$ cat config.mk
export PLATFORM = sky130hd
export DESIGN_NAME = caterr_classifier
export DESIGN_NICKNAME = d
export VERILOG_FILES = /design/src/rtl/caterr_pkg.sv /design/src/rtl/caterr_evt_cntr.sv /design/src/rtl/caterr_classifier.sv
export SDC_FILE = /design/constraint.sdc
export NUM_CORES = 1
export LEC_CHECK = 0
export CAP_MARGIN = 20
export CORE_AREA = 4 4 66 68
export CTS_CLUSTER_DIAMETER = 120
export CTS_CLUSTER_SIZE = 20
export DETAILED_ROUTE_END_ITERATION = 10
export DIE_AREA = 0 0 70 72
export PLACE_DENSITY = 0.76
export SETUP_SLACK_MARGIN = 0.05
export SYNTH_ARGS = -nofsm -noshare
export SYNTH_HDL_FRONTEND = slang
export SYNTH_SLANG_ARGS = --single-unit
$ cat constraint.sdc
create_clock -name iClk_50M -period 2.4 [get_ports iClk_50M]
set_input_delay 0.48 -clock iClk_50M [delete_from_list [all_inputs] [get_ports iClk_50M]]
set_output_delay 0.48 -clock iClk_50M [all_outputs]
set_load 0.02 [all_outputs]
$ cat src/rtl/caterr_pkg.sv
// caterr_pkg: state encodings, first-error codes and default timing for the CATERR classifier
package caterr_pkg;
  typedef enum logic [3:0] {
    ST_IDLE      = 4'h1,
    ST_MEASURE   = 4'h2,
    ST_IERR_HOLD = 4'h4,
    ST_WAIT_HIGH = 4'h8
  } stateT;
  localparam logic [1:0] FE_NONE = 2'b00;
  localparam logic [1:0] FE_MCERR = 2'b01;
  localparam logic [1:0] FE_IERR = 2'b10;
  localparam logic [31:0] T_MIN_PULSE_DEF = 32'd4;
  localparam logic [31:0] T_IERR_50M_DEF = 32'd50000;
endpackage

$ cat src/rtl/caterr_evt_cntr.sv
// caterr_evt_cntr: saturating event counter; an increment coincident with clear leaves the count at 1
module caterr_evt_cntr #(
  parameter int CNT_WIDTH = 8
) (
  input  logic                 iClk_50M,
  input  logic                 iRst_n,
  input  logic                 iInc,
  input  logic                 iClr,
  output logic [CNT_WIDTH-1:0] oCnt
);
  // count up to all-ones and hold; clear restarts from the coincident increment
  always_ff @(posedge iClk_50M)
    if (!iRst_n) oCnt <= '0;
    else if (iClr) oCnt <= CNT_WIDTH'(iInc);
    else if (iInc && !(&oCnt)) oCnt <= oCnt + CNT_WIDTH'(1);
endmodule

$ cat src/rtl/caterr_classifier.sv
// caterr_classifier: classifies delayed CATERR lows as MCERR/IERR/glitch; CATERR_FIRST_ERR_LOG_EN adds oFirstErr
module caterr_classifier
  import caterr_pkg::*;
#(
  parameter logic [31:0] T_MIN_PULSE = T_MIN_PULSE_DEF,
  parameter logic [31:0] T_IERR_50M = T_IERR_50M_DEF,
  parameter int CNT_WIDTH = 8
) (
  input  logic                 iClk_50M,
  input  logic                 iRst_n,
  input  logic                 iCpuPwrgdDly,
  input  logic                 iCaterr_n,
  input  logic                 iClrStatus,
  output logic                 oMcerr,
  output logic                 oIerr,
  output logic [CNT_WIDTH-1:0] oMcerrCnt,
  output logic [CNT_WIDTH-1:0] oIerrCnt,
  output logic                 oEvt
`ifdef CATERR_FIRST_ERR_LOG_EN
  ,
  output logic [1:0]           oFirstErr
`endif
);
  localparam int WW = $clog2(T_IERR_50M + 32'd1);
  logic ff1, ff2, ff3, fall;
  stateT state, stateNext;
  logic [WW-1:0] rWidth, widthNext;
  logic mcerrHit, ierrHit;

  // two-flop synchroniser plus edge stage, parked high while the CPU is unpowered
  always_ff @(posedge iClk_50M)
    if (!iRst_n || !iCpuPwrgdDly) {ff1, ff2, ff3} <= 3'b111;
    else {ff1, ff2, ff3} <= {iCaterr_n, ff1, ff2};

  assign fall = !ff2 && ff3;

  // state and width registers
  always_ff @(posedge iClk_50M)
    if (!iRst_n) begin
      state <= ST_IDLE;
      rWidth <= '0;
    end else begin
      state <= stateNext;
      rWidth <= widthNext;
    end

  // next state, width and classification; loss of power abandons any partial assertion
  always_comb begin
    stateNext = ST_IDLE;
    widthNext = '0;
    mcerrHit = 1'b0;
    ierrHit = 1'b0;
    if (iCpuPwrgdDly)
      case (state)
        ST_IDLE: begin
          stateNext = fall ? ST_MEASURE : ST_IDLE;
          widthNext = fall ? WW'(1) : '0;
        end
        ST_MEASURE:
          if (!ff2) begin
            ierrHit = rWidth == WW'(T_IERR_50M - 32'd1);
            stateNext = ierrHit ? ST_IERR_HOLD : ST_MEASURE;
            widthNext = rWidth + WW'(1);
          end else mcerrHit = 32'(rWidth) >= T_MIN_PULSE;
        ST_IERR_HOLD: begin
          stateNext = ff2 ? ST_WAIT_HIGH : ST_IERR_HOLD;
          widthNext = ff2 ? '0 : rWidth;
        end
        ST_WAIT_HIGH: stateNext = ST_IDLE;
        default: stateNext = ST_IDLE;
      endcase
  end

  // sticky flags and event strobe; a classification in the clear cycle wins
  always_ff @(posedge iClk_50M)
    if (!iRst_n) begin
      oMcerr <= 1'b0;
      oIerr <= 1'b0;
      oEvt <= 1'b0;
    end else begin
      oMcerr <= mcerrHit || (oMcerr && !iClrStatus);
      oIerr <= ierrHit || (oIerr && !iClrStatus);
      oEvt <= mcerrHit || ierrHit;
    end

  caterr_evt_cntr #(.CNT_WIDTH(CNT_WIDTH)) uMcerrCnt (
    .iClk_50M(iClk_50M),
    .iRst_n(iRst_n),
    .iInc(mcerrHit),
    .iClr(iClrStatus),
    .oCnt(oMcerrCnt)
  );

  caterr_evt_cntr #(.CNT_WIDTH(CNT_WIDTH)) uIerrCnt (
    .iClk_50M(iClk_50M),
    .iRst_n(iRst_n),
    .iInc(ierrHit),
    .iClr(iClrStatus),
    .oCnt(oIerrCnt)
  );

`ifdef CATERR_FIRST_ERR_LOG_EN
  // latch the type of the first event since reset or clear
  always_ff @(posedge iClk_50M)
    if (!iRst_n) oFirstErr <= FE_NONE;
    else if (iClrStatus || oFirstErr == FE_NONE)
      oFirstErr <= ierrHit ? FE_IERR : mcerrHit ? FE_MCERR : FE_NONE;
`endif
endmodule

# Word-level counts from Yosys, hierarchy flattened

Index checks and enable logic that the tools add are counted.

Bits of input ports: 5
Register bits: 42
Output and inout bits: 19

Equality and inequality tests: 5
Reductions and logical operators: 21
Add/sub/neg operators: 3
Order comparisons: 1
Muxes and demuxes: 19
Bitwise gates (word level): 1

Operators with widths:

| operator                | count |
|---|---|
| $pmux W16 S3            | 1 |
| $mux W16                | 2 |
| $add A16 B1 Y16 const B | 1 |
| $add A8 B1 Y8 const B   | 2 |
| $eq A16 B16 Y1 const B  | 1 |
| $ge A16 B3 Y1 const B   | 1 |
| $reduce_and A8 Y1       | 2 |
| $pmux W4 S3             | 1 |
| $mux W1                 | 11 |
| $logic_not A1 Y1        | 6 |
| $mux W3                 | 2 |
| $logic_and A1 B1 Y1     | 5 |
| $eq A4 B1 Y1 const B    | 1 |
| $eq A4 B2 Y1 const B    | 1 |
| $eq A4 B3 Y1 const B    | 1 |
| $logic_or A1 B1 Y1      | 4 |
| $mux W4                 | 1 |
| $reduce_bool A2 Y1      | 2 |
| $mux W2                 | 1 |
| $ne A2 B2 Y1 const B    | 1 |
| $reduce_and A2 Y1       | 1 |
| $reduce_or A2 Y1        | 1 |
| $not A1 Y1              | 1 |

# Longest topological paths before layout

Gate-level depths: netlist of the first run.

Depth after elaboration: 7
Mapped depth: 6

# Cells and area by module

A second synthesis of the first run with hierarchy kept.

Cells, all modules: 255
Area total of the unflattened synthesis: 2,180.8 µm²

Modules (own cells, without submodules):

| module            | instances | area each (µm²) | sequential area each (µm²) | cells each |
|---|---|---|---|---|
| caterr_classifier | 1         | 1,280.0         | 520.5                      | 147 |
| caterr_evt_cntr   | 2         | 450.4           | 160.2                      | 54 |

# Worst setup path after synthesis of the first run

Ideal clock, no wire load.

Path type: flip-flop to flip-flop
Start point: register uMcerrCnt.oCnt[0]
End point: register uMcerrCnt.oCnt[7]
Arrival time: 1.708 ns
Setup time: 0.071 ns
Path buffers: 0
Slack: 0.621 ns
Required time: 2.329 ns
Stages on the path, launching flop included: 7
Path through: dfxtp_1 > ha_1 > nand3_1 > o2111a_1 > nand2_2 > or4_1 > a21oi_1

Cells in the longest elaborated chain, start to end: 3
Elaborated cells on any way between the ends: 4
Those cells by class: add/sub: 1; reduce/logical: 3

RTL lines:

| item                                                  | RTL line              | RTL |
|---|---|---|
| from (decl)                                           | caterr_evt_cntr.sv:9  | `output logic [CNT_WIDTH-1:0] oCnt` |
| from (signal assigned)                                | caterr_evt_cntr.sv:14 | `else if (iClr) oCnt <= CNT_WIDTH'(iInc);` |
| from (signal assigned)                                | caterr_evt_cntr.sv:15 | `else if (iInc && !(&oCnt)) oCnt <= oCnt + CNT_WIDTH'(1);` |
| branches (longest 3 deep; another with $add A8 B1 Y8) | --                    |  |

Several ways; the timed one is not identified.
A chain may end at the register's enable or synchronous reset.

# Final worst setup path of the first run

Start point: register rWidth[0]
End point: register uIerrCnt.oCnt[6]

Cells in the longest elaborated chain, start to end: 5

RTL lines:

| item                   | RTL line                | RTL |
|---|---|---|
| from (decl)            | caterr_classifier.sv:27 | `logic [WW-1:0] rWidth, widthNext;` |
| from (signal assigned) | caterr_classifier.sv:44 | `rWidth <= widthNext;` |
| $eq A16 B16 Y1         | caterr_classifier.sv:61 | `ierrHit = rWidth == WW'(T_IERR_50M - 32'd1);` |
| $mux W1                | caterr_classifier.sv:60 | `if (!ff2) begin` |
| $mux W1                | caterr_classifier.sv:54 | `case (state)` |
| $mux W1                | caterr_classifier.sv:53 | `if (iCpuPwrgdDly)` |
| $logic_and A1 B1 Y1    | caterr_evt_cntr.sv:15   |  |
| to (signal assigned)   | caterr_evt_cntr.sv:14   |  |
| to (signal assigned)   | caterr_evt_cntr.sv:15   |  |
| to (decl)              | caterr_evt_cntr.sv:9    |  |

Every way passes these cells.

==> out/results.tsv, run 1 <==
metric	value	unit
io_pins	24	
antenna_found_initial	0	
p_comb_frac	0.020	
ir_worst_vdd	0.000290	V
fillers	363	
grt-ovfl-total	0	
cts_buffers	5	
dr.pass1.iters	4	
synth_seq_cells	42	
netlist_area	2000	sq um
clkPwrFrac	0.397	
switching_power	0.257	mW
std_cell_rows	23	
synth_top_family_by_area	simple AND/OR/NAND/NOR gates	
finalNetCount	260	
slew_headroom	0.623	
synth_xor_area_frac	0.0745	
grt_setup_unrepaired	no	
endpoint_kind	flop	
drc	0	
finalMaxSlewViolations	0	
vias_per_cell	5.59	
synth_area_leaders	dfxtp_1 42%, xor2_1 7.0%, nor2_1 5.3%	
max_freq	499	MHz
hold_viol	0	
power_density	507	nW/um^2
cp_cell_sequence	ha_1 -> and4_1 -> nand4_1 -> nor2_1 -> a21oi_1 -> a311oi_1	
dieHeight	72	um
crit_type	flop to flop	
slowest_stage	nor2_1	
min_period	2.01	ns
syn_nets	234	
synth_cell_types	46	
synth_top_area_frac	0.421	
cts_tree	yes	
antenna_cells	0	
grt_pass1_wl	6570	um
swShare	0.215	
dp_hpwl	2770	um
gp_congestion	0.777	
setup_tns	0	ns
synth_top_area_cell	dfxtp_1	
clockRootBuffer	clkbuf_8	
utilization	0.612	
synth_most_common_cell	dfxtp_1	
synth_commonest_cells	42 x dfxtp_1, 28 x nor2_1, 16 x xor2_1, 15 x nand3_1, 12 x a21oi_1	
post-cts-setup-buffers	0	
synth_enable_flop_cells	0	
seq_area_frac_synth	0.421	
grt_max_degree	15	
fin_area	2360	sq um
ys_warn_count	0	
ant_nets	0	
grt_pass1_vias	1481	
first_iter_violations	78	
dp_slack	0.289	ns
final.setup_skew	0.00905	ns
clk_latency	0.30	ns
slowest_delay	0.44	ns
synth-compound-area-share	0.142	
synthMuxAreaShare	0.0100	
worstMarginPinSlew	0.566	ns
initial_core_util	0.518	
synthSimpleGateAreaFrac	0.303	
status	completed	
seq_power_share	0.584	
arrival	2.21	ns
required	2.61	ns
clk_pin_slew	0.08	ns
syn_area_per_cell	8.88	sq um
finalCritPeriodShare	0.836	
die_area	5040	sq um
crit_fanout	7	
grt_usage	0.162	
stdcell_count	302	
fp.dieW	70	um
setup_violations	0	
vias	1689	
h-tree-depth	2	
synthToLayoutAreaGrowth	18.1	%
place_inst	294	
synthCells	225	
dpl_cell_area	2260	sq um
async_reset_ff_frac	0	
drive_gt1_frac	0.0595	
routed_wl	4000	um
ctsResizeCount	0	
leakagePower	0.779	nW
setup_slack	0.395	ns
cts_buffer_depth	2	
fp.coreArea	3860	sq um
startpoint_type	flop	
synth_ff_type	dfxtp_1	
worstHoldPathType	flop to flop	
routedWlPerCell	13.2	um
maxCapViolCount	0	
holdBufCountCts	0	
synthAdderAreaFrac	0.0250	
p_int	0.939	mW
portBuffers	23	
cts.sinks	42	
stage by stage:
step / total power, mW / hold slack [ns]
floorplan: 0.726 / 0.393
global placement: 0.738 / 0.399
detailed placement: 0.739 / 0.405
CTS: 1.22 / 0.426
global route: 1.24 / 0.433
finish: 1.20 / 0.419
registers in the layout (all words and copies together) (netlist names):
signal	flops
rWidth	16
uIerrCnt.oCnt	8
uMcerrCnt.oCnt	8
state	4
ff1	1
ff2	1
ff3	1
oEvt	1
oIerr	1
oMcerr	1
logic make-up after synthesis:
group	after synthesis
flops	42
buf+inv	9
fa+ha+maj	4
xor+xnor	17
mux	2
simple gates	109
compound gates	42
path summary, 6_finish.rpt:
| kind | slack [ns] | depth (start not counted) | endpoint | from |
|---|---|---|---|---|
| setup reg to reg | 0.39 | 6 | uIerrCnt.oCnt[6] | rWidth[0] |
| hold reg to reg | 0.42 | 1 | ff2 | ff1 |
| setup / recovery | 0.39 | 6 | uIerrCnt.oCnt[6] | rWidth[0] |
| hold / removal | 0.42 | 1 | ff2 | ff1 |
placed cells by master (no fill, tap or decap), types with 6 or more instances in the layout:
cell type	instances
nand2_1	10
nor2b_1	6
a21oi_1	12
clkdlybuf4s50_1	23
o21ai_0	7
nand3_1	15
dfxtp_1	42
nor2_1	28
xor2_1	16
clkbuf_8	6
and4_1	8
nand4_1	9
power groups by stage:
stage | clock network [mW] | registers [mW] | logic [mW]
floorplan | 0 | 0.715 | 0.0111
global placement | 0 | 0.715 | 0.0234
detailed placement | 0 | 0.715 | 0.0235
CTS | 0.497 | 0.699 | 0.0237
global route | 0.513 | 0.699 | 0.0260
finish | 0.475 | 0.699 | 0.0235
worst max-delay path, delay by kind of cell (launching register included):
family | cells | cell delay [ns]
and+or+nand+nor | 3 | 0.90
adders and majority gates | 1 | 0.26
AOI/OAI and AO/OA | 2 | 0.37
DFF | 1 | 0.39
layout make-up:
| cell class | count | area, sq um | area share |
|---|---|---|---|
| multi-input combinational | 174 | 1110 | 0.470 |
| sequential | 42 | 841 | 0.356 |
| timing repair buffer | 24 | 238 | 0.101 |
| clock buffer | 6 | 82.6 | 0.0350 |
| tap | 50 | 62.6 | 0.0265 |
| inverter | 4 | 15.0 | 0.00636 |
| clock inverter | 2 | 12.5 | 0.00530 |
layer usage:
metal | vias to the layer above | part of all wire | track usage
met5 | - | 0 | 0
met4 | 0 | 0.021 | 0.0872
met3 | 8 | 0.051 | 0.0471
met2 | 36 | 0.44 | 0.252
met1 | 779 | 0.48 | 0.203
li1 | 866 | - | -
No activity file was read; power rests on OpenSTA's default activity.
==> run 2, diff against run 1 <==
--- a/config.mk
+++ b/config.mk
@@ -6,12 +6,12 @@
 export NUM_CORES = 1
 export LEC_CHECK = 0
 export CAP_MARGIN = 20
-export CORE_AREA = 4 4 66 68
+export CORE_AREA = 4 4 69 71
 export CTS_CLUSTER_DIAMETER = 120
 export CTS_CLUSTER_SIZE = 20
 export DETAILED_ROUTE_END_ITERATION = 10
-export DIE_AREA = 0 0 70 72
-export PLACE_DENSITY = 0.76
+export DIE_AREA = 0 0 73 75
+export PLACE_DENSITY = 0.73
 export SETUP_SLACK_MARGIN = 0.05
 export SYNTH_ARGS = -nofsm -noshare
 export SYNTH_HDL_FRONTEND = slang
==> constraint.sdc (replaced) <==
create_clock -name iClk_50M -period 1.8 [get_ports iClk_50M]
set_input_delay 0.36 -clock iClk_50M [delete_from_list [all_inputs] [get_ports iClk_50M]]
set_output_delay 0.36 -clock iClk_50M [all_outputs]
set_load 0.02 [all_outputs]
==> out/results.tsv, run 2 (synthesis results as in run 1) <==
metric	value	unit	change
endpoint_kind	output port		
grt-ovfl-total	0		unchanged
crit_fanout	4		-3
routedWlPerCell	13.1	um	-0.78%
initial_core_util	0.472		-0.0462
ir_worst_vdd	0.000461	V	+59%
worstMarginPinSlew	0.311	ns	-0.255 ns
h-tree-depth	2		unchanged
timing.critical_path.buf_inv	1		+1
grt_max_degree	15		unchanged
min_period	1.69	ns	
worst-r2r-cell-count	6		unchanged
r2r_start	uMcerrCnt.oCnt[1]		
hold_viol	0		unchanged
worstHoldPathType	flop to flop		
status	completed		
leakagePower	1.10	nW	+42%
arrival	1.33	ns	-0.88 ns
slew_headroom	0.792		+0.169
power_density	589	nW/um^2	+16%
dr.pass1.iters	4		unchanged
holdWs	0.418	ns	-0.00118 ns
io_pins	24		unchanged
min-delay-start	ff1		
dieHeight	75	um	+4.2%
cts_buffer_depth	2		unchanged
routed_wl	4400	um	+10%
synthToLayoutAreaGrowth	35.9	%	
drive_gt1_frac	0.233		+0.174
required	1.44	ns	-1.17 ns
vias_per_cell	5.40		-3.5%
fp.coreArea	4230	sq um	+9.8%
final.setup_skew	0.00937	ns	+0.000328 ns
finalNetCount	291		+12%
r2r_slack	0.11	ns	-0.29 ns
fin_area	2720	sq um	+15%
min_delay_path_depth	1		unchanged
cp_cell_sequence	clkdlybuf4s50_1		
grt_pass1_vias	1675		+13%
path_depth	1		-5
seqCellArea	846	sq um	+0.60%
fillers	353		-2.8%
startpoint	uIerrCnt.oCnt[1]		
place_inst	325		+11%
antenna_cells	0		unchanged
dp_hpwl	3220	um	+16%
crit_family	buffers and inverters		
drc	0		unchanged
portBuffers	23		unchanged
antenna_found_initial	0		unchanged
grt_setup_unrepaired	yes		
ant_nets	0		unchanged
stdcell_count	335		+11%
dpl_cell_area	2490	sq um	+9.8%
cts_buffers	5		unchanged
crit_type	flop to output port		
vias	1808		+7.0%
maxCapViolCount	0		unchanged
fp.dieW	73	um	+4.3%
cts_tree	yes		
startpoint_type	flop		
grt_usage	0.172		+0.0104
final_common_cell	dfxtp_1		
dp_slack	-0.115	ns	-0.404 ns
top_regs	rWidth (16), uIerrCnt.oCnt (8), uMcerrCnt.oCnt (8)		
setup_violations	0		unchanged
clockRootBuffer	clkbuf_8		
cts.sinks	42		unchanged
slowest_delay	0.63	ns	+0.19 ns
holdBufCountCts	0		unchanged
layout_common_cells	38 x dfxtp_1, 30 x buf_4, 27 x nor2_1		
finalCritPeriodShare	0.940		
clk_latency	0.30	ns	about the same
finalMaxSlewViolations	0		unchanged
first_iter_violations	116		+49%
multi_input_area	1200	sq um	+8.5%
p_total	1.60	mW	+34%
max_freq	591	MHz	
std_cell_rows	24		+4.3%
largest_reg_flops	16		unchanged
die_area	5480	sq um	+8.6%
grt_pass1_wl	7530	um	+15%
setup_slack	0.107	ns	-0.288 ns
clk_pin_slew	0.08	ns	about the same
top_register	rWidth		
gp_congestion	0.852		+9.7%
utilization	0.641		+0.0293
setup_tns	0	ns	unchanged
slowest_stage	clkdlybuf4s50_1		
-- run 2: cell types whose count changed in the layout (fill, tap and decap cells not counted), sizes merged --
cell and delta:
dlygate4sd2 +3, dlymetal6s2s +7, clkdlybuf4s50 -10, buf +31
-- run 2: what timing repair did --
item,in CTS,in global routing
setup endpoints to repair,15,34
gates resized for setup,6,30
cloned,0,0
buffers inserted,0,2
pin swaps,1,7
-- run 2: worst paths after layout --
kind,end
worst max register to register,uMcerrCnt.oCnt[7]
worst min register to register,ff2
worst max-delay path,oIerrCnt[1]
worst min-delay path,ff2
-- run 2: layout make-up --
class,count,share of cell area
well taps,52,0.0240
clock buffers,6,0.0304
flip-flops and latches,42,0.312
multi-input cells,174,0.443
repair buffers,55,0.181
inverters,4,0.00553
clock inverters,2,0.00461
-- run 2: power breakdown --
group          total, mW  internal (mW)  switching [mW]
Clock              0.625          0.308           0.317
Combinational     0.0428         0.0225          0.0203
Sequential         0.931          0.930         0.00107
-- run 2: routing by layer --
metal  routed length (um)  share of wire  up-vias  global-route usage
li1                     -              -      929                   -
met1                 2130           0.48      846               0.238
met2                 2060           0.47       31               0.261
met3                  186          0.042        2              0.0401
met4                   24         0.0055        0              0.0656
met5                    0              0        -                   0
